<file path="config.mk">
export PLATFORM = sky130hd
export DESIGN_NAME = serial_subtractor16
export DESIGN_NICKNAME = d
export VERILOG_FILES = /design/src/rtl/serial_subtractor16.sv
export SDC_FILE = /design/constraint.sdc
export NUM_CORES = 1
export LEC_CHECK = 0
export ABC_AREA = 1
export CORE_ASPECT_RATIO = 1.75
export CORE_UTILIZATION = 57
export CTS_BUF_LIST = sky130_fd_sc_hd__clkbuf_16
export CTS_CLUSTER_DIAMETER = 200
export DETAILED_ROUTE_END_ITERATION = 8
export PLACE_DENSITY = 0.85
export SLEW_MARGIN = 10
export SYNTH_ARGS = -nofsm -noshare
export SYNTH_HDL_FRONTEND = slang
export SYNTH_SLANG_ARGS = --single-unit
</file>
<file path="constraint.sdc">
create_clock -name clk -period 2.6 [get_ports clk]
set_input_delay 0.39 -clock clk [delete_from_list [all_inputs] [get_ports clk]]
set_output_delay 0.39 -clock clk [all_outputs]
set_load 0.02 [all_outputs]
</file>
<file path="src/rtl/serial_subtractor16.sv">
// Multi-cycle LSB-first subtractor: diff = a - b - bin, BPC bits per cycle.
// Ports: clk, rst_n, start, a, b, bin -> busy, done, diff, bout, ovf.
module serial_subtractor16 #(
    parameter int WIDTH = 16,
    parameter int BPC   = 1
) (
    input  logic             clk,
    input  logic             rst_n,
    input  logic             start,
    input  logic [WIDTH-1:0] a,
    input  logic [WIDTH-1:0] b,
    input  logic             bin,
    output logic             busy,
    output logic             done,
    output logic [WIDTH-1:0] diff,
    output logic             bout,
    output logic             ovf
);

    localparam int N  = WIDTH / BPC;
    localparam int CW = (N > 1) ? $clog2(N) : 1;

    if (BPC < 1 || (WIDTH % BPC) != 0) begin : g_bad_bpc
        $error("serial_subtractor16: BPC must divide WIDTH");
    end

    typedef enum logic [1:0] {
        S_IDLE,
        S_RUN,
        S_DONE
    } state_t;

    state_t           state_q;
    logic [WIDTH-1:0] a_q;
    logic [WIDTH-1:0] b_q;
    logic [WIDTH-1:0] acc_q;
    logic [WIDTH-1:0] acc_d;
    logic             br_q;
    logic             br_d;
    logic             sa_q;
    logic             sb_q;
    logic [CW-1:0]    cnt_q;
    logic             busy_q;
    logic             done_q;
    logic [WIDTH-1:0] diff_q;
    logic             bout_q;
    logic             ovf_q;

    // One slice: BPC-bit borrow ripple over the low bits of the
    // operand shift registers; result bits enter at the MSB end.
    always_comb begin
        logic             br;
        logic             ai;
        logic             bi;
        logic [BPC-1:0]   d;
        logic [WIDTH-1:0] d_ext;
        br    = br_q;
        ai    = 1'b0;
        bi    = 1'b0;
        d     = '0;
        d_ext = '0;
        for (int i = 0; i < BPC; i++) begin
            ai   = a_q[i];
            bi   = b_q[i];
            d[i] = ai ^ bi ^ br;
            br   = (~ai & bi) | (~(ai ^ bi) & br);
        end
        d_ext[WIDTH-1 -: BPC] = d;
        acc_d = (acc_q >> BPC) | d_ext;
        br_d  = br;
    end

    always_ff @(posedge clk or negedge rst_n) begin
        if (!rst_n) begin
            state_q <= S_IDLE;
            a_q     <= '0;
            b_q     <= '0;
            acc_q   <= '0;
            br_q    <= 1'b0;
            sa_q    <= 1'b0;
            sb_q    <= 1'b0;
            cnt_q   <= '0;
            busy_q  <= 1'b0;
            done_q  <= 1'b0;
            diff_q  <= '0;
            bout_q  <= 1'b0;
            ovf_q   <= 1'b0;
        end else begin
            unique case (state_q)
                S_IDLE, S_DONE: begin
                    done_q <= 1'b0;
                    if (start) begin
                        a_q     <= a;
                        b_q     <= b;
                        br_q    <= bin;
                        sa_q    <= a[WIDTH-1];
                        sb_q    <= b[WIDTH-1];
                        acc_q   <= '0;
                        cnt_q   <= '0;
                        busy_q  <= 1'b1;
                        state_q <= S_RUN;
                    end else begin
                        state_q <= S_IDLE;
                    end
                end
                S_RUN: begin
                    a_q   <= a_q >> BPC;
                    b_q   <= b_q >> BPC;
                    acc_q <= acc_d;
                    br_q  <= br_d;
                    cnt_q <= cnt_q + 1'b1;
                    if (cnt_q == CW'(N - 1)) begin
                        diff_q  <= acc_d;
                        bout_q  <= br_d;
                        // Overflow only possible when operand signs differ.
                        ovf_q   <= (sa_q != sb_q) &&
                                   (acc_d[WIDTH-1] != sa_q);
                        busy_q  <= 1'b0;
                        done_q  <= 1'b1;
                        state_q <= S_DONE;
                    end
                end
                default: begin
                    state_q <= S_IDLE;
                end
            endcase
        end
    end

    assign busy = busy_q;
    assign done = done_q;
    assign diff = diff_q;
    assign bout = bout_q;
    assign ovf  = ovf_q;

endmodule

</file>
==> results of run 1 <==
power by group:
group / switching, mW / total [mW] / leakage, nW / internal (mW)
registers: 0.315 / 2.05 / 0.947 / 1.73
logic: 1.21 / 2.01 / 1.16 / 0.800
clock network: 0.468 / 1.21 / 0.143 / 0.737
metal layers:
layer  routed length (um)  vias up  global-route usage (%)
met5                    0        -                       0
met4                   95        0                    10.2
met3                  241       10                    6.15
met2                 3540       69                    41.7
met1                 2590     1273                    29.2
li1                     -     1332                       -
cell usage after synthesis:
| library cell | number |
|---|---|
| or2_2 | 1 |
| nand4_1 | 1 |
| nand2_4 | 1 |
| inv_2 | 1 |
| nor2_4 | 2 |
| o22ai_1 | 15 |
| ha_1 | 1 |
| nand2_2 | 1 |
| inv_1 | 56 |
| fa_1 | 1 |
| clkbuf_1 | 1 |
| nand3_1 | 6 |
| dfrtp_1 | 76 |
| inv_4 | 1 |
| nor2_1 | 1 |
| buf_6 | 1 |
| nand2_1 | 231 |
| buf_2 | 9 |
| buf_4 | 3 |
| a21oi_1 | 1 |
| nor2_2 | 1 |
| o21ai_0 | 3 |
final cells by class:
| cell class | count | area (um^2) |
|---|---|---|
| Clock buffer | 9 | 225 |
| Clock inverter | 7 | 65.1 |
| Fill cell | 433 | 1410 |
| Inverter | 58 | 220 |
| Multi-Input combinational cell | 266 | 1110 |
| Sequential cell | 76 | 1900 |
| Tap cell | 76 | 95.1 |
| Timing Repair Buffer | 57 | 563 |
stage by stage:
step	total power, mW	util [%]	worst slack [ps]	hold slack [ps]
final	5.27	74.8	920	203
after global routing	5.68	74.8	796	279
after CTS	5.31	74.8	909	235
after detailed placement	4.06	69.6	879	457
after global placement	3.95	69.6	919	454
after floorplan	3.39	-	1300	94.4
state kept, by name (all words and copies together) (netlist names):
signal,flops
diff,16
sa_q,1
sb_q,1
br_q,1
done,1
b_q,16
cnt_q,4
ovf,1
bout,1
a_q,16
state_q,2
acc_q,15
busy,1
cells in the final DEF (no fill, tap or decap), types with 2 or more instances in the layout:
cell type        count
clkdlybuf4s50_1     54
dfrtp_1             76
nand2_1            231
clkinv_2             3
nor2_4               2
inv_1               56
o22ai_1             15
nand3_1              6
clkbuf_16            9
buf_4                3
o21ai_0              3
path summary, 6_finish.rpt:
path	slack, ps	endpoint	cells past startpoint	start
max in group asynchronous	1820	diff[15]	1	rst_n
setup reg to reg	960	a_q[14]	5	state_q[0]
hold / removal	200	diff[11]	1	rst_n
setup / recovery	920	diff[15]	1	diff[15]
hold reg to reg	470	diff[5]	2	diff[5]
min in group clk	470	diff[5]	2	diff[5]
logic make-up (layout without fill, tap and decap cells):
logic type / Yosys count / in the layout / synth area share (%)
adders and majority gates: 2 / 2 / 0.983
buffers and inverters: 72 / 131 / 9.15
AOI/OAI and AO/OA: 19 / 19 / 3.44
DFF: 76 / 76 / 57.4
and+or+nand+nor: 245 / 245 / 29.0
==> impl_results.md, run 1 <==
* Status: finished clean
* Final Cycle Share at 64.6%
* Max Transition Viols Final at 0
* Die Ht at ~100 um
* Yosys cell types at 22
* Via count at ~2700
* CTS buffer count at 9
* Clock Tree Root: clkbuf_16
* Post-Synthesis Cells at 414
* Placed cell areas at 3890 um^2
* Seq/Total Area, Yosys at approximately 57%
* Total die area at 6130 um^2
* IO Pins at 56
* WL final at 6470 um
* Setup bufs post-CTS at 0
* 1st-pass router iterations at 4
* Clock Skews at 5.34 ps
* Setup TNS at 0 ps
* Clock tree buffer depth at 2
* Port Buf Inserts at 55
* Arr. time, crit path at 1290 ps
* GPL Wtd Cong at 0.751
* Hold Violations, Final at 0
* Area growth syn-to-layout at 26.2%
* Post-CTS sizing at 0
* Power Density at 1260 nW/um^2
* Grt ovf at 0
* RSZ-0062 raised after global routing: no
* CP Class: flip-flop to primary output
* Final net count at 506
* Clock Sinks at 76
* Post-route cell area at 4180 um^2
* Crit path max fanout at 2
* Hpwl dp at approximately 4200 um
* Maximum number of pins on one net before global-route repair at 77
* DR DRC count at 0
* Min Tclk post-route at 1680 ps
* Top cells by area, synth: dfrtp_1 (57%), nand2_1 (26%), inv_1 (6.3%)
* Clock transition at the registers of the reported paths at 60 ps
* Worst-Margin Slew at 909 ps
* Final ANT Viol Nets at 0
* CTS tree: done
* Hold Path Class: input pin to asynchronous set/reset pin
* Final std cells w/o fill at 549
* H-tree depth at 3
* Initial antenna violation count at 0
* Dominant delay contributor by cell family on the critical path: buffers and inverters
* Syn_nets at 452
* Placed cell count at approximately 530
* Synth warn at 0
* Setup violators final at 0
* Yosys reg bits at between 70 and 80
* Via-to-Cell Ratio at between 4 and 5
* Fraction of layout cells with a size suffix above 1 at 5.50%
* Gr usage total at 24.5%
* Initial core utilization at roughly three fifths
* Largest stage delay, worst path at 610 ps
* Bufs and invs on worst path at 1
* Fmax at 0.595 GHz
* Vias in the first global route at roughly 2500
* Synthesized cell area at 3310 um^2
* First-pass GRT wire length at 11100 um
* Cell row count at 36
* Startpoint types: flip-flop
* Later-pin clock latency in the skew report at 320 ps
* WL per Instance at 11.8 um
* Lkg Pwr at 2.25 nW
* Diodes inserted at 0
* Iteration-0 DRC Markers at 113
* CP required at 2210 ps
* Post-synth top area cell: dfrtp_1
* Max-slew headroom at about two fifths
* Die extent in x at about 60 um
* Core ar. at between 5000 and 6000 um^2
* Post-Syn Area per Cell at 8.00 um^2
* Peak supply drop at 0.634 mV
* Slowest-stage cell, CP: clkdlybuf4s50_1
* Critical path endpoint category: primary output
* Synth top area share at 57.4%
* Maxcap violations at 0
* CTS Hold Bufs at 0
* Critical-path cell list: clkdlybuf4s50_1
No activity file was read; power rests on OpenSTA's default activity.
==> run 2, diff against run 1 <==
- CORE_UTILIZATION: 57 -> 53
- PLACE_DENSITY: 0.85 -> 0.8
- clock period: 2.6 -> 1.6 ns (I/O delays scaled with it)
==> run 2 against run 1 <==
Sequential share of layout area fell by 1.4 points. Critical path depth is the same. Final area up 3.3%. Register-to-register slack got worse by 760 ps. Hold slack improved by 260 ps. Count of clock-buffer cells in the layout unchanged. Critical path type unchanged. Largest power group is now combinational logic. Via count is 0.48% lower.
==> impl_results.md, run 2 (synthesis gave the netlist of run 1 again) <==
* Status: finished clean
* Crit Reg-Reg Startpoint: cnt_q[0]
* Die extent in x at 61.7 um
* Max-slew headroom at 73.2%
* Fraction of layout cells with a size suffix above 1 at 6.49%
* Final ANT Viol Nets at 0
* CTS tree: done
* IO Pins at 56
* 1st-pass router iterations at 7
* Gr usage total at 23.0%
* Peak supply drop at 1.14 mV
* Area growth syn-to-layout at 30.3%
* Clock Sinks at 76
* Startpoint types: flip-flop
* Worst r2r dst: diff[7]
* Commonest cells after routing, fill and taps aside: nand2_1 (231), dfrtp_1 (76), inv_1 (56)
* Crit path max fanout at 2
* Largest stage delay, worst path at about 610 ps
* Critical path endpoint category: primary output
* R2R cell count at 7
* Final net count at about 510
* CP Class: flip-flop to primary output
* Maxcap violations at 0
* Hold Path Class: input pin to asynchronous set/reset pin
* Initial antenna violation count at 0
* Lkg Pwr at 2.30 nW
* Core ar. at around 6000 um^2
* Clock transition at the registers of the reported paths at 60 ps
* Hold Violations, Final at 0
* Clock Tree Root: clkbuf_16
* Min Tclk post-route at 1540 ps
* Worst-Margin Slew at approximately 400 ps
* Crit path depth at 1
* Critical Path Start: ovf
* Setup violators final at 0
* Power Density at ~2000 nW/um^2
* Via count at between 2000 and 3000
* Filler instances at 457
* Setup TNS at 0 ps
* Max Transition Viols Final at 0
* Bufs and invs on worst path at 1
* Fmax at 0.648 GHz
* DR DRC count at 0
* GPL Wtd Cong at 0.710
* RSZ-0062 raised after global routing: no
* CP required at ~1400 ps
* First-pass GRT wire length at between 10000 and 15000 um
* Slowest-stage cell, CP: clkdlybuf4s50_1
* WL final at 6540 um
* Cell row count at 37
* Initial core utilization at 55.4%
* Diodes inserted at 0
* Final Cycle Share at 96.5%
* Clock tree buffer depth at 2
* Final std cells w/o fill at 556
* Later-pin clock latency in the skew report at 330 ps
* Setup WS post-layout at roughly 57 ps
* Critical-path cell list: clkdlybuf4s50_1
* Die Ht at 107 um
* WL per Instance at 11.8 um
* Register-to-register setup slack at 200 ps
* H-tree depth at 3
* Vias in the first global route at 2596
* Iteration-0 DRC Markers at 130
* Arr. time, crit path at 1300 ps
* Maximum number of pins on one net before global-route repair at 77
* CTS buffer count at 9
* Hpwl dp at about 4200 um
* Total die area at around 6600 um^2
* Dominant delay contributor by cell family on the critical path: buffers and inverters
* Critical Path Sink: ovf
* Post-CTS sizing at 0
* Grt ovf at 0
* Placed cell count at about 540
* Pre-CTS setup slack at between 100 and 150 ps
* Port Buf Inserts at 55
* Via-to-Cell Ratio at approximately 4.8
* Final Hold Slack at approximately 470 ps
* Commonest non-fill, non-tap cell in the layout: nand2_1
* Clock Skews at slightly above 7 ps
[run 2: cell types whose count changed in the layout (fill, tap and decap cells not counted)]
| cell | change |
|---|---|
| clkinv_1 | -1 |
| buf_12 | +5 |
| dlygate4sd3_1 | +1 |
| bufinv_16 | +1 |
| clkinvlp_4 | +1 |
| clkinv_2 | -2 |
[run 2: cell type report]
type / count / area (um^2) / share of cell area [%]
flip-flops and latches: 76 / 1900 / 44.1
multi-input cells: 266 / 1110 / 25.6
repair buffers: 63 / 673 / 15.6
clock buffers: 9 / 225 / 5.22
inverters: 58 / 220 / 5.11
well taps: 78 / 97.6 / 2.26
clock inverters: 6 / 88.8 / 2.06
[run 2: tightest hold or removal path, stage by stage]
cell and delay [ps]:
dlygate4sd3_1 530, buf_4 120, buf_12 320
[run 2: timing repair]
item	in CTS	in global routing
hold endpoints to repair	76	0
endpoints found under the setup margin	0	1
hold buffers	1	0
buffers inserted	0	1
[run 2: through the flow]
step | area, um^2 | power [mW] | utilization [%]
after floorplan | 3310 | 5.51 | -
after global placement | 3970 | 6.55 | 66.5
after detailed placement | 3970 | 6.72 | 66.5
after CTS | 4290 | 8.91 | 71.9
after global routing | 4310 | 9.56 | 72.2
final | 4310 | 8.85 | 72.2
[run 2: where the power goes]
| part | total [mW] | switching, mW | internal, mW |
|---|---|---|---|
| Sequential | 3.32 | 0.506 | 2.82 |
| Combinational | 3.40 | 1.98 | 1.41 |
| Clock | 2.13 | 0.771 | 1.36 |
| Total | 8.85 | 3.26 | 5.59 |
[run 2: metal layers]
layer  vias up  share of wire [%]  track usage (%)
met5         -                  0                0
met4         0                1.5             8.57
met3         7                2.7             6.33
met2        66                 55             39.2
met1      1253                 41             26.4
li1       1345                  -                -
[run 2: how the worst min path moves through the flow]
stage                  from   endpoint  slack (ps)  cells past startpoint
global placement      rst_n   diff[12]         290                      2
CTS                 diff[8]    diff[8]         470                      2
detailed placement    rst_n   diff[12]         290                      2
global route        diff[1]    diff[1]         490                      2
floorplan             rst_n     a_q[0]         -60                      0
finish                rst_n  acc_q[11]         470                      3
==> run 3, diff against run 2 <==
- CAP_MARGIN: unset -> 5
==> results of run 3 <==
Same layout as run 2: the final DEF is identical, and so are final timing and power.
